### config.mk
export PLATFORM = sky130hd
export DESIGN_NAME = nebula_ni_packetizer
export DESIGN_NICKNAME = d
export VERILOG_FILES = /design/src/rtl/nebula_ni_packetizer.sv
export SDC_FILE = /design/constraint.sdc
export NUM_CORES = 1
export LEC_CHECK = 0
export BUFFER_PORTS_ARGS = -buffer_cell sky130_fd_sc_hd__buf_2
export CAP_MARGIN = 20
export CORE_UTILIZATION = 47
export CTS_CLUSTER_DIAMETER = 100
export CTS_CLUSTER_SIZE = 24
export DETAILED_ROUTE_END_ITERATION = 6
export PLACE_DENSITY = 0.73
export SETUP_SLACK_MARGIN = 0.5
export SLEW_MARGIN = 15
export SYNTH_ARGS = -nofsm -noshare
export SYNTH_HDL_FRONTEND = slang
export SYNTH_SLANG_ARGS = --single-unit
### constraint.sdc
create_clock -name clk -period 2.3 [get_ports clk]
set_clock_uncertainty 0.05 [all_clocks]
set_input_delay 0.46 -clock clk [delete_from_list [all_inputs] [get_ports clk]]
set_output_delay 0.46 -clock clk [all_outputs]
set_load 0.005 [all_outputs]
### src/rtl/nebula_ni_packetizer.sv
// nebula_ni_packetizer: network-interface injection stage for a router local port.
// A descriptor (dst, vc, length) is split into packets of at most PKT_BEATS
// payload flits. Each packet is a HEAD flit followed by its payload beats,
// the final beat marked TAIL. All out_* fields come from one output register
// that only reloads when it is empty or being drained.
module nebula_ni_packetizer #(
    parameter int X_ID      = 0,
    parameter int Y_ID      = 0,
    parameter int PAYLOAD_W = 64,
    parameter int PKT_BEATS = 4,
    parameter int LEN_W     = 16,
    parameter int VCS       = 4,
    localparam int VC_W     = (VCS > 1) ? $clog2(VCS) : 1
) (
    input  logic                 clk,
    input  logic                 rst_n,
    input  logic                 msg_valid,
    output logic                 msg_ready,
    input  logic [7:0]           msg_dst_x,
    input  logic [7:0]           msg_dst_y,
    input  logic [VC_W-1:0]      msg_vc,
    input  logic [LEN_W-1:0]     msg_len,
    input  logic                 data_valid,
    output logic                 data_ready,
    input  logic [PAYLOAD_W-1:0] data,
    output logic                 out_valid,
    input  logic                 out_ready,
    output logic [1:0]           out_type,
    output logic [7:0]           out_dst_x,
    output logic [7:0]           out_dst_y,
    output logic [VC_W-1:0]      out_vc,
    output logic [PAYLOAD_W-1:0] out_payload,
    output logic                 busy,
    output logic                 err_zero_len,
    output logic [15:0]          pkt_sent
);

    localparam logic [1:0] TYPE_HEAD = 2'b01;
    localparam logic [1:0] TYPE_BODY = 2'b00;
    localparam logic [1:0] TYPE_TAIL = 2'b10;

    typedef enum logic [1:0] {
        ST_IDLE = 2'd0,
        ST_HEAD = 2'd1,
        ST_BODY = 2'd2
    } state_e;

    state_e                 state_q, state_d;
    logic [7:0]             dst_x_q, dst_x_d;
    logic [7:0]             dst_y_q, dst_y_d;
    logic [VC_W-1:0]        vc_q, vc_d;
    logic [LEN_W-1:0]       remaining_q, remaining_d;
    logic [7:0]             seq_q, seq_d;
    logic [7:0]             beat_cnt_q, beat_cnt_d;
    logic                   out_valid_q, out_valid_d;
    logic [1:0]             out_type_q, out_type_d;
    logic [7:0]             out_dst_x_q, out_dst_x_d;
    logic [7:0]             out_dst_y_q, out_dst_y_d;
    logic [VC_W-1:0]        out_vc_q, out_vc_d;
    logic [PAYLOAD_W-1:0]   out_payload_q, out_payload_d;
    logic                   msg_ready_q, msg_ready_d;
    logic                   busy_q, busy_d;
    logic                   err_q, err_d;
    logic [15:0]            pkt_sent_q, pkt_sent_d;

    logic                   load_en_s;
    logic                   msg_fire_s;
    logic                   data_fire_s;
    logic [7:0]             nb_s;
    logic [PAYLOAD_W-1:0]   head_payload_s;

    // Output register may take a new flit when empty or draining this cycle.
    assign load_en_s   = !out_valid_q || out_ready;
    assign msg_fire_s  = msg_valid && msg_ready_q;
    assign data_ready  = (state_q == ST_BODY) && load_en_s;
    assign data_fire_s = data_valid && data_ready;

    // Packet size and HEAD flit payload for the packet about to start.
    always_comb begin
        if (remaining_q < LEN_W'(PKT_BEATS)) begin
            nb_s = 8'(remaining_q);
        end else begin
            nb_s = 8'(PKT_BEATS);
        end
        head_payload_s        = '0;
        head_payload_s[7:0]   = nb_s;
        head_payload_s[15:8]  = seq_q;
        head_payload_s[23:16] = 8'(X_ID);
        head_payload_s[31:24] = 8'(Y_ID);
    end

    // Next-state, output-register load and counter update.
    always_comb begin
        state_d       = state_q;
        dst_x_d       = dst_x_q;
        dst_y_d       = dst_y_q;
        vc_d          = vc_q;
        remaining_d   = remaining_q;
        seq_d         = seq_q;
        beat_cnt_d    = beat_cnt_q;
        out_type_d    = out_type_q;
        out_dst_x_d   = out_dst_x_q;
        out_dst_y_d   = out_dst_y_q;
        out_vc_d      = out_vc_q;
        out_payload_d = out_payload_q;
        err_d         = 1'b0;
        // A drained flit leaves the register empty unless a new one loads below.
        if (load_en_s) begin
            out_valid_d = 1'b0;
        end else begin
            out_valid_d = out_valid_q;
        end
        if (out_valid_q && out_ready && (out_type_q == TYPE_TAIL)) begin
            pkt_sent_d = pkt_sent_q + 16'd1;
        end else begin
            pkt_sent_d = pkt_sent_q;
        end

        case (state_q)
            ST_IDLE: begin
                if (msg_fire_s) begin
                    if (msg_len == '0) begin
                        err_d = 1'b1;
                    end else begin
                        dst_x_d     = msg_dst_x;
                        dst_y_d     = msg_dst_y;
                        vc_d        = msg_vc;
                        remaining_d = msg_len;
                        seq_d       = 8'd0;
                        state_d     = ST_HEAD;
                    end
                end else begin
                    state_d = ST_IDLE;
                end
            end
            ST_HEAD: begin
                if (load_en_s) begin
                    out_valid_d   = 1'b1;
                    out_type_d    = TYPE_HEAD;
                    out_dst_x_d   = dst_x_q;
                    out_dst_y_d   = dst_y_q;
                    out_vc_d      = vc_q;
                    out_payload_d = head_payload_s;
                    beat_cnt_d    = nb_s;
                    state_d       = ST_BODY;
                end else begin
                    state_d = ST_HEAD;
                end
            end
            ST_BODY: begin
                if (data_fire_s) begin
                    out_valid_d   = 1'b1;
                    out_dst_x_d   = dst_x_q;
                    out_dst_y_d   = dst_y_q;
                    out_vc_d      = vc_q;
                    out_payload_d = data;
                    beat_cnt_d    = beat_cnt_q - 8'd1;
                    if (remaining_q != '0) begin
                        remaining_d = remaining_q - LEN_W'(1);
                    end else begin
                        remaining_d = remaining_q;
                    end
                    if (beat_cnt_q == 8'd1) begin
                        out_type_d = TYPE_TAIL;
                        if (remaining_q > LEN_W'(1)) begin
                            seq_d   = seq_q + 8'd1;
                            state_d = ST_HEAD;
                        end else begin
                            state_d = ST_IDLE;
                        end
                    end else begin
                        out_type_d = TYPE_BODY;
                    end
                end else begin
                    state_d = ST_BODY;
                end
            end
            default: begin
                state_d = ST_IDLE;
            end
        endcase

        msg_ready_d = (state_d == ST_IDLE);
        busy_d      = (state_d != ST_IDLE) || out_valid_d;
    end

    // State, descriptor, counters and output register; reset discards everything.
    always_ff @(posedge clk or negedge rst_n) begin
        if (!rst_n) begin
            state_q       <= ST_IDLE;
            dst_x_q       <= 8'd0;
            dst_y_q       <= 8'd0;
            vc_q          <= '0;
            remaining_q   <= '0;
            seq_q         <= 8'd0;
            beat_cnt_q    <= 8'd0;
            out_valid_q   <= 1'b0;
            out_type_q    <= 2'b00;
            out_dst_x_q   <= 8'd0;
            out_dst_y_q   <= 8'd0;
            out_vc_q      <= '0;
            out_payload_q <= '0;
            msg_ready_q   <= 1'b0;
            busy_q        <= 1'b0;
            err_q         <= 1'b0;
            pkt_sent_q    <= 16'd0;
        end else begin
            state_q       <= state_d;
            dst_x_q       <= dst_x_d;
            dst_y_q       <= dst_y_d;
            vc_q          <= vc_d;
            remaining_q   <= remaining_d;
            seq_q         <= seq_d;
            beat_cnt_q    <= beat_cnt_d;
            out_valid_q   <= out_valid_d;
            out_type_q    <= out_type_d;
            out_dst_x_q   <= out_dst_x_d;
            out_dst_y_q   <= out_dst_y_d;
            out_vc_q      <= out_vc_d;
            out_payload_q <= out_payload_d;
            msg_ready_q   <= msg_ready_d;
            busy_q        <= busy_d;
            err_q         <= err_d;
            pkt_sent_q    <= pkt_sent_d;
        end
    end

    assign msg_ready    = msg_ready_q;
    assign out_valid    = out_valid_q;
    assign out_type     = out_type_q;
    assign out_dst_x    = out_dst_x_q;
    assign out_dst_y    = out_dst_y_q;
    assign out_vc       = out_vc_q;
    assign out_payload  = out_payload_q;
    assign busy         = busy_q;
    assign err_zero_len = err_q;
    assign pkt_sent     = pkt_sent_q;

endmodule

# --- After elaboration in Yosys (flattened, before gate mapping) ---
# Index checks and enable logic that the tools add are counted.
word_totals:
  reg_bits: 156
  latch_bits: 0
  ram_bits: 0
  mem_bits_ro: 0
  inputBits: 103
  output_inout_bits: 105
  wordCells: 99
  memories: 0
op_classes:
  n_addsub: 4
  mul: 0
  div_mod_pow: 0
  order_cmp: 2
  eq_ne: 11
  shift: 0
  muxes: 45
  n_bitwise: 1
  reduce_logical: 19
ops:
  columns: ["op", "n"]
  rows:
  - ["$mux W64", 2]
  - ["$pmux W64 S2", 1]
  - ["$mux W8", 12]
  - ["$mux W16", 4]
  - ["$pmux W8 S2", 4]
  - ["$pmux W16 S2", 1]
  - ["$mux W2", 10]
  - ["$add A16 B1 Y16 const B", 1]
  - ["$gt A16 B1 Y1 const B", 1]
  - ["$logic_not A16 Y1", 1]
  - ["$lt A16 B3 Y1 const B", 1]
  - ["$reduce_bool A16 Y1", 1]
  - ["$sub A16 B1 Y16 const B", 1]
  - ["$add A8 B1 Y8 const B", 1]
  - ["$eq A8 B1 Y1 const B", 1]
  - ["$ne A2 B2 Y1 const B", 4]
  - ["$pmux W2 S2", 2]
  - ["$sub A8 B1 Y8 const B", 1]
  - ["$mux W1", 7]
  - ["$ne A2 B1 Y1 const B", 3]
  - ["$pmux W2 S3", 1]
  - ["$reduce_and A3 Y1", 2]
  - ["$reduce_and A6 Y1", 1]
  - ["$reduce_bool A2 Y1", 3]
  - ["9 further kinds", 16]

# --- Depth between registers and ports, before layout ---
depth:
  word_depth: 8
  ltp_mapped: 11
  mapped_depth_nobuf: 7

# --- Worst setup path before layout ---
# Ideal clock, no wire load.
synth_path:
  kind: "reg2reg"
  start: "register state_q[0]"
  end: "register out_payload_q[3] (netlist: out_payload[3])"
  setup_time_ns: 0.066
  arrival_time_ns: 2.041
  required_time_ns: 2.184
  path_slack_ns: 0.143
  path_stages_with_launch: 12
  n_path_buf: 4
  synth_period_minus_slack_ns: 2.157
  path_cell_list: "dfrtp_1 > inv_1 > ha_1 > buf_2 > nor2b_1 > o22ai_1 > and2_1 > clkbuf_1 > buf_2 > buf_2 > nand3_1 > nand2_1"
synth_via:
  elab_chain_len: 5
  elab_cells_between_ends: 9
  cone_classes: "eq/ne: 4; mux: 1; reduce/logical: 4"
synth_lines:
  columns: ["item", "line", "rtl"]
  rows:
  - ["start: declaration", "48", "state_e state_q, state_d;"]
  - ["start signal: assignment", "208", "state_q <= state_d;"]
  - ["$eq A2 B2 Y1", "75, 119", null]
  - ["$logic_and A1 B1 Y1", "75", "assign data_ready = (state_q == ST_BODY) && load_en_s;"]
  - ["$logic_and A1 B1 Y1", "76", "assign data_fire_s = data_valid && data_ready;"]
  - ["$ne A2 B2 Y1 (no line)", null, null]
  - ["$reduce_and A3 Y1 (no line)", null, null]
  - ["end signal: assignment", "220", "out_payload_q <= out_payload_d;"]
  - ["end: declaration", "60", "logic [PAYLOAD_W-1:0] out_payload_q, out_payload_d;"]
# Parallel ways exist; a longest one is shown, timed or not.
# A chain may end at the register's enable or synchronous reset.

# --- Worst setup path in the final report ---
layout_path:
  start: "register state_q[1]"
  end: "register out_payload_q[58] (netlist: out_payload[58])"
# The elaborated chain is that of the path after synthesis.

==> summary.md <==
| Metric | Value |
|---|---|
| Maximum frequency from static timing analysis | 487.9 MHz |
| H-Tree Level Count | 4 |
| Sw Pwr | 7.690 mW |
| Count of different cell masters after synthesis | 58 |
| Vias per cell | 5.653 |
| Clock Pin Slew Worst Setup and Hold Paths | 70 ps |
| Peak per-stage delay on the critical path | 430 ps |
| Initial antenna violation count | 0 |
| Max Slew Vio Count | 0 |
| Area added between synthesis and finish | 63.82% |
| Total of flip-flops plus latches after synthesis | 156 |
| Cell family contributing the most delay on the critical path | buffers and inverters |
| Final standard cell count with taps included and fillers excluded | 1,252 |
| Path class of the lowest-slack min-delay path | input pin to register |
| Site Rows | 45 |
| Leakage dissipation | 5.989 nW |
| Die width | 126.5 µm |
| Yosys top cell area share | 53.57% |
| Number of flops mapped to enable cells by yosys | 0 |
| Outcome | completed |
| Synth top area cells | sky130_fd_sc_hd__dfrtp_1, sky130_fd_sc_hd__nand2_1, sky130_fd_sc_hd__nand3_1, sky130_fd_sc_hd__mux2_2, sky130_fd_sc_hd__ha_1 |
| Asr flop ratio synth | 100.0% |
| Net switching share of the total power | 39.30% |
| Maximum Capacitance Violations | 0 |
| Detailed Route Iter0 Violations | 444 |
| Cell type of the slowest stage on the worst timing path | sky130_fd_sc_hd__dfrtp_1 |
| Most frequent cell after synthesis | sky130_fd_sc_hd__nand2_1 |
| Part of the total power dissipated in sequential elements | 23.5% |
| Share of cells above drive strength 1 | 56.48% |
| Detailed-routing iteration count for the pre-antenna-repair pass | 4 |
| Total negative slack for setup checks | 0 ps |
| Avg Synthesized Cell Area | 9.538 µm² |
| Ant. Diodes | 0 |
| Number of hold-slack violations in the final timing report | 0 |
| Vias in the first global route | 6,675 |
| Total clock sinks | 156 |
| Worst Slack Setup Final | 250.2 ps |
| Root buffer cell | sky130_fd_sc_hd__clkbuf_16 |
| Placeable core area | 0.01515 mm² |
| Slew margin rel. | 62.70% |
| Initial core utilization | 48.11% |
| Number of I/O port buffers | 207 |
| Num ports | 208 |
| Detail Route Antenna Nets | 0 |
| RSZ-0062 raised after global routing | yes |
| Placement Setup Slack | 155.9 ps |
| Sum of buffers and inverters on the critical path | 6 |
| Final Critical Period | 2050 ps |
| Type of element capturing the critical path | register |
| Clock network latency to the later pin of the worst-skew pair | 430 ps |
| Most used standard cells in the synthesized netlist | sky130_fd_sc_hd__nand2_1, sky130_fd_sc_hd__dfrtp_1, sky130_fd_sc_hd__nand3_1 |
| Final Util | 78.82% |
| Worst EP arrival | 2320 ps |
| Wire length of the first global-routing pass | 34,770 µm |
| Series of cell instances along the critical path | inv_2 > buf_6 > ha_4 > o22ai_4 > buf_6 > buf_12 > nand2_8 > buf_12 > buf_16 > nand2_1 > nand2_1 |
| Dpl cells | 1,135 |
| Fin crit share | 89.12% |
| Inserted Clock Buffers | 17 |
| Die Area | 0.01601 mm² |
| Critical path startpoint category | register |
| Power per cell area | 1639 mW/mm² |
| Peak supply drop | 0.8583 mV |
| Fraction of the yosys area taken by sequential cells | 53.57% |
| Die boundary height | 126.5 µm |
| Cell-internal power | 11.88 mW |
| Synthesized cell area | 0.007287 mm² |
| Gpl congestion | 0.8272 |
| Worst-Margin Slew | 559.5 ps |
| Count of endpoints failing setup in the final report | 0 |
| WP data required | 2570 ps |
| Via count | 7,077 |
| Crit Path Category | register to register |
| Gr usage total | 28.29% |
| Instance count of the mapped netlist | 764 |
| TritonCTS clock tree | built |
| Post-detailed-placement half-perimeter wirelength | 11,930 µm |
| Final-stage net count | 1,164 |
| Highest fanout seen on the critical path | 8 |
| Primary flip-flop cell chosen by synthesis mapping | sky130_fd_sc_hd__dfrtp_1 |
| Proportion of power drawn by the clock network | 15.5% |
| Largest net degree at the start of global routing | 57 |
| Largest area contributor in the netlist | sky130_fd_sc_hd__dfrtp_1 |
| Logic gate share of total power | 61.0% |
| GRT Residual Overflow | 0 |
| Total wire length | 24,110 µm |
| Final routed wire length divided by cell count | 19.25 µm |
| Net count after synthesis | 877 |
| Number of warning messages in the yosys log | 0 |
| DRC violations left | 0 |
| Clock tree buffer depth | 2 |
-- stage by stage --
stage / instance area [µm²] / power [mW] / hold WS [ps]
after floorplan: 7631 / 7.939 / 114.4
after global placement: 8896 / 9.474 / 394.0
after detailed placement: 8896 / 9.587 / 399.6
after CTS: 11130 / 17.77 / 194.4
after global routing: 11940 / 20.44 / 185.7
final: 11940 / 19.57 / 201.7
-- cell type report --
type / instances / area [µm²]
Clock buffer: 19 / 452.9
Clock inverter: 13 / 177.7
Fill cell: 926 / 3208
Inverter: 25 / 96.34
Multi-Input combinational cell: 538 / 4293
Sequential cell: 156 / 3911
Tap cell: 188 / 235.2
Timing Repair Buffer: 313 / 2771
-- worst paths after layout --
check | from | endpoint | slack (ps) | depth (start not counted)
worst max-delay path | state_q[1]$_DFF_PN0_ | out_payload[58]$_DFFE_PN0P_ | 250 | 11
worst min-delay path | data[30] | out_payload[30]$_DFFE_PN0P_ | 200 | 3
worst max register to register | state_q[1]$_DFF_PN0_ | out_payload[58]$_DFFE_PN0P_ | 250 | 11
max in group asynchronous | rst_n | beat_cnt_q[3]$_DFFE_PN0P_ | 1030 | 3
worst min register to register | dst_x_q[2]$_DFFE_PN0P_ | out_dst_x[2]$_DFFE_PN0P_ | 420 | 2
min in group asynchronous | rst_n | dst_x_q[1]$_DFFE_PN0P_ | 510 | 2
-- kinds of logic (layout without fill, tap and decap cells) --
| logic type | count (synthesis) | count (layout) | share of synthesized area (%) |
|---|---|---|---|
| and+or+nand+nor | 395 | 399 | 25.65 |
| DFF | 156 | 156 | 53.57 |
| AOI/OAI and AO/OA | 84 | 84 | 8.603 |
| buffers and inverters | 74 | 370 | 4.258 |
| muxes | 27 | 27 | 4.035 |
| xor gates and xnor gates | 18 | 18 | 2.163 |
| adders and majority gates | 10 | 10 | 1.717 |
-- what timing repair did --
item / 4_1_cts / 5_1_grt
gates resized for setup: 137 / 173
setup endpoints to repair: 117 / 122
setup buffers: 46 / 9
hold buffers: 1 / 0
endpoints found under the hold margin: 53 / 0
pin swaps: 76 / 77
gates cloned: 27 / 2
-- cells in the final DEF (no fill, tap or decap), drive strengths merged, types with 6 or more instances in the layout --
master and count:
inv 31, and3 7, nand2 206, xnor2 10, o31ai 8, xor2 8, a21oi 6, o32ai 7
clkbuf 21, a211o 12, nand3 72, nor4 15, dfrtp 156, or4 10, nor2 32, a221oi 6
nor3 11, ha 10, o21ai 17, nand3b 6, o211ai 12, nand4 9, and2 7, buf 309
mux2i 8, nand2b 9, mux2 19
-- worst register-to-register path: stages, from the launching register on --
cell,delay (ps)
sky130_fd_sc_hd__dfrtp_1,430
sky130_fd_sc_hd__inv_2,90
sky130_fd_sc_hd__buf_6,130
sky130_fd_sc_hd__ha_4,160
sky130_fd_sc_hd__o22ai_4,240
sky130_fd_sc_hd__buf_6,170
sky130_fd_sc_hd__buf_12,110
sky130_fd_sc_hd__nand2_8,110
sky130_fd_sc_hd__buf_12,180
sky130_fd_sc_hd__buf_16,130
sky130_fd_sc_hd__nand2_1,80
sky130_fd_sc_hd__nand2_1,60
-- registers in the layout, summed over array words and instances (netlist names) --
register and flops:
out_payload 64, pkt_sent 16, remaining_q 16, beat_cnt_q 8, dst_x_q 8, dst_y_q 8
out_dst_x 8, out_dst_y 8, seq_q 8, out_type 2, out_vc 2, state_q 2
vc_q 2, busy 1, err_zero_len 1, msg_ready 1, out_valid 1
-- metal layers --
| layer | share of wire (%) | global-route usage (%) | vias up | routed length [µm] |
|---|---|---|---|---|
| met4 | 2.6 | 10.63 | 0 | 617 |
| met2 | 53 | 48.03 | 252 | 12680 |
| li1 | - | - | 3257 | - |
| met1 | 40 | 35.49 | 3515 | 9630 |
| met3 | 4.9 | 6.158 | 53 | 1179 |
| met5 | 0 | 0 | - | 0 |
-- power groups by stage --
| stage | registers, mW | clock network (mW) | logic [mW] |
|---|---|---|---|
| 4_1_cts | 4.39 | 3.05 | 10.3 |
| 3_3_place_gp | 4.35 | 0 | 5.12 |
| 6_report | 4.60 | 3.02 | 11.9 |
| 5_1_grt | 4.70 | 3.18 | 12.6 |
| 3_5_place_dp | 4.38 | 0 | 5.21 |
| 2_1_floorplan | 4.33 | 0 | 3.61 |
Power figures use the tool's default switching activity.
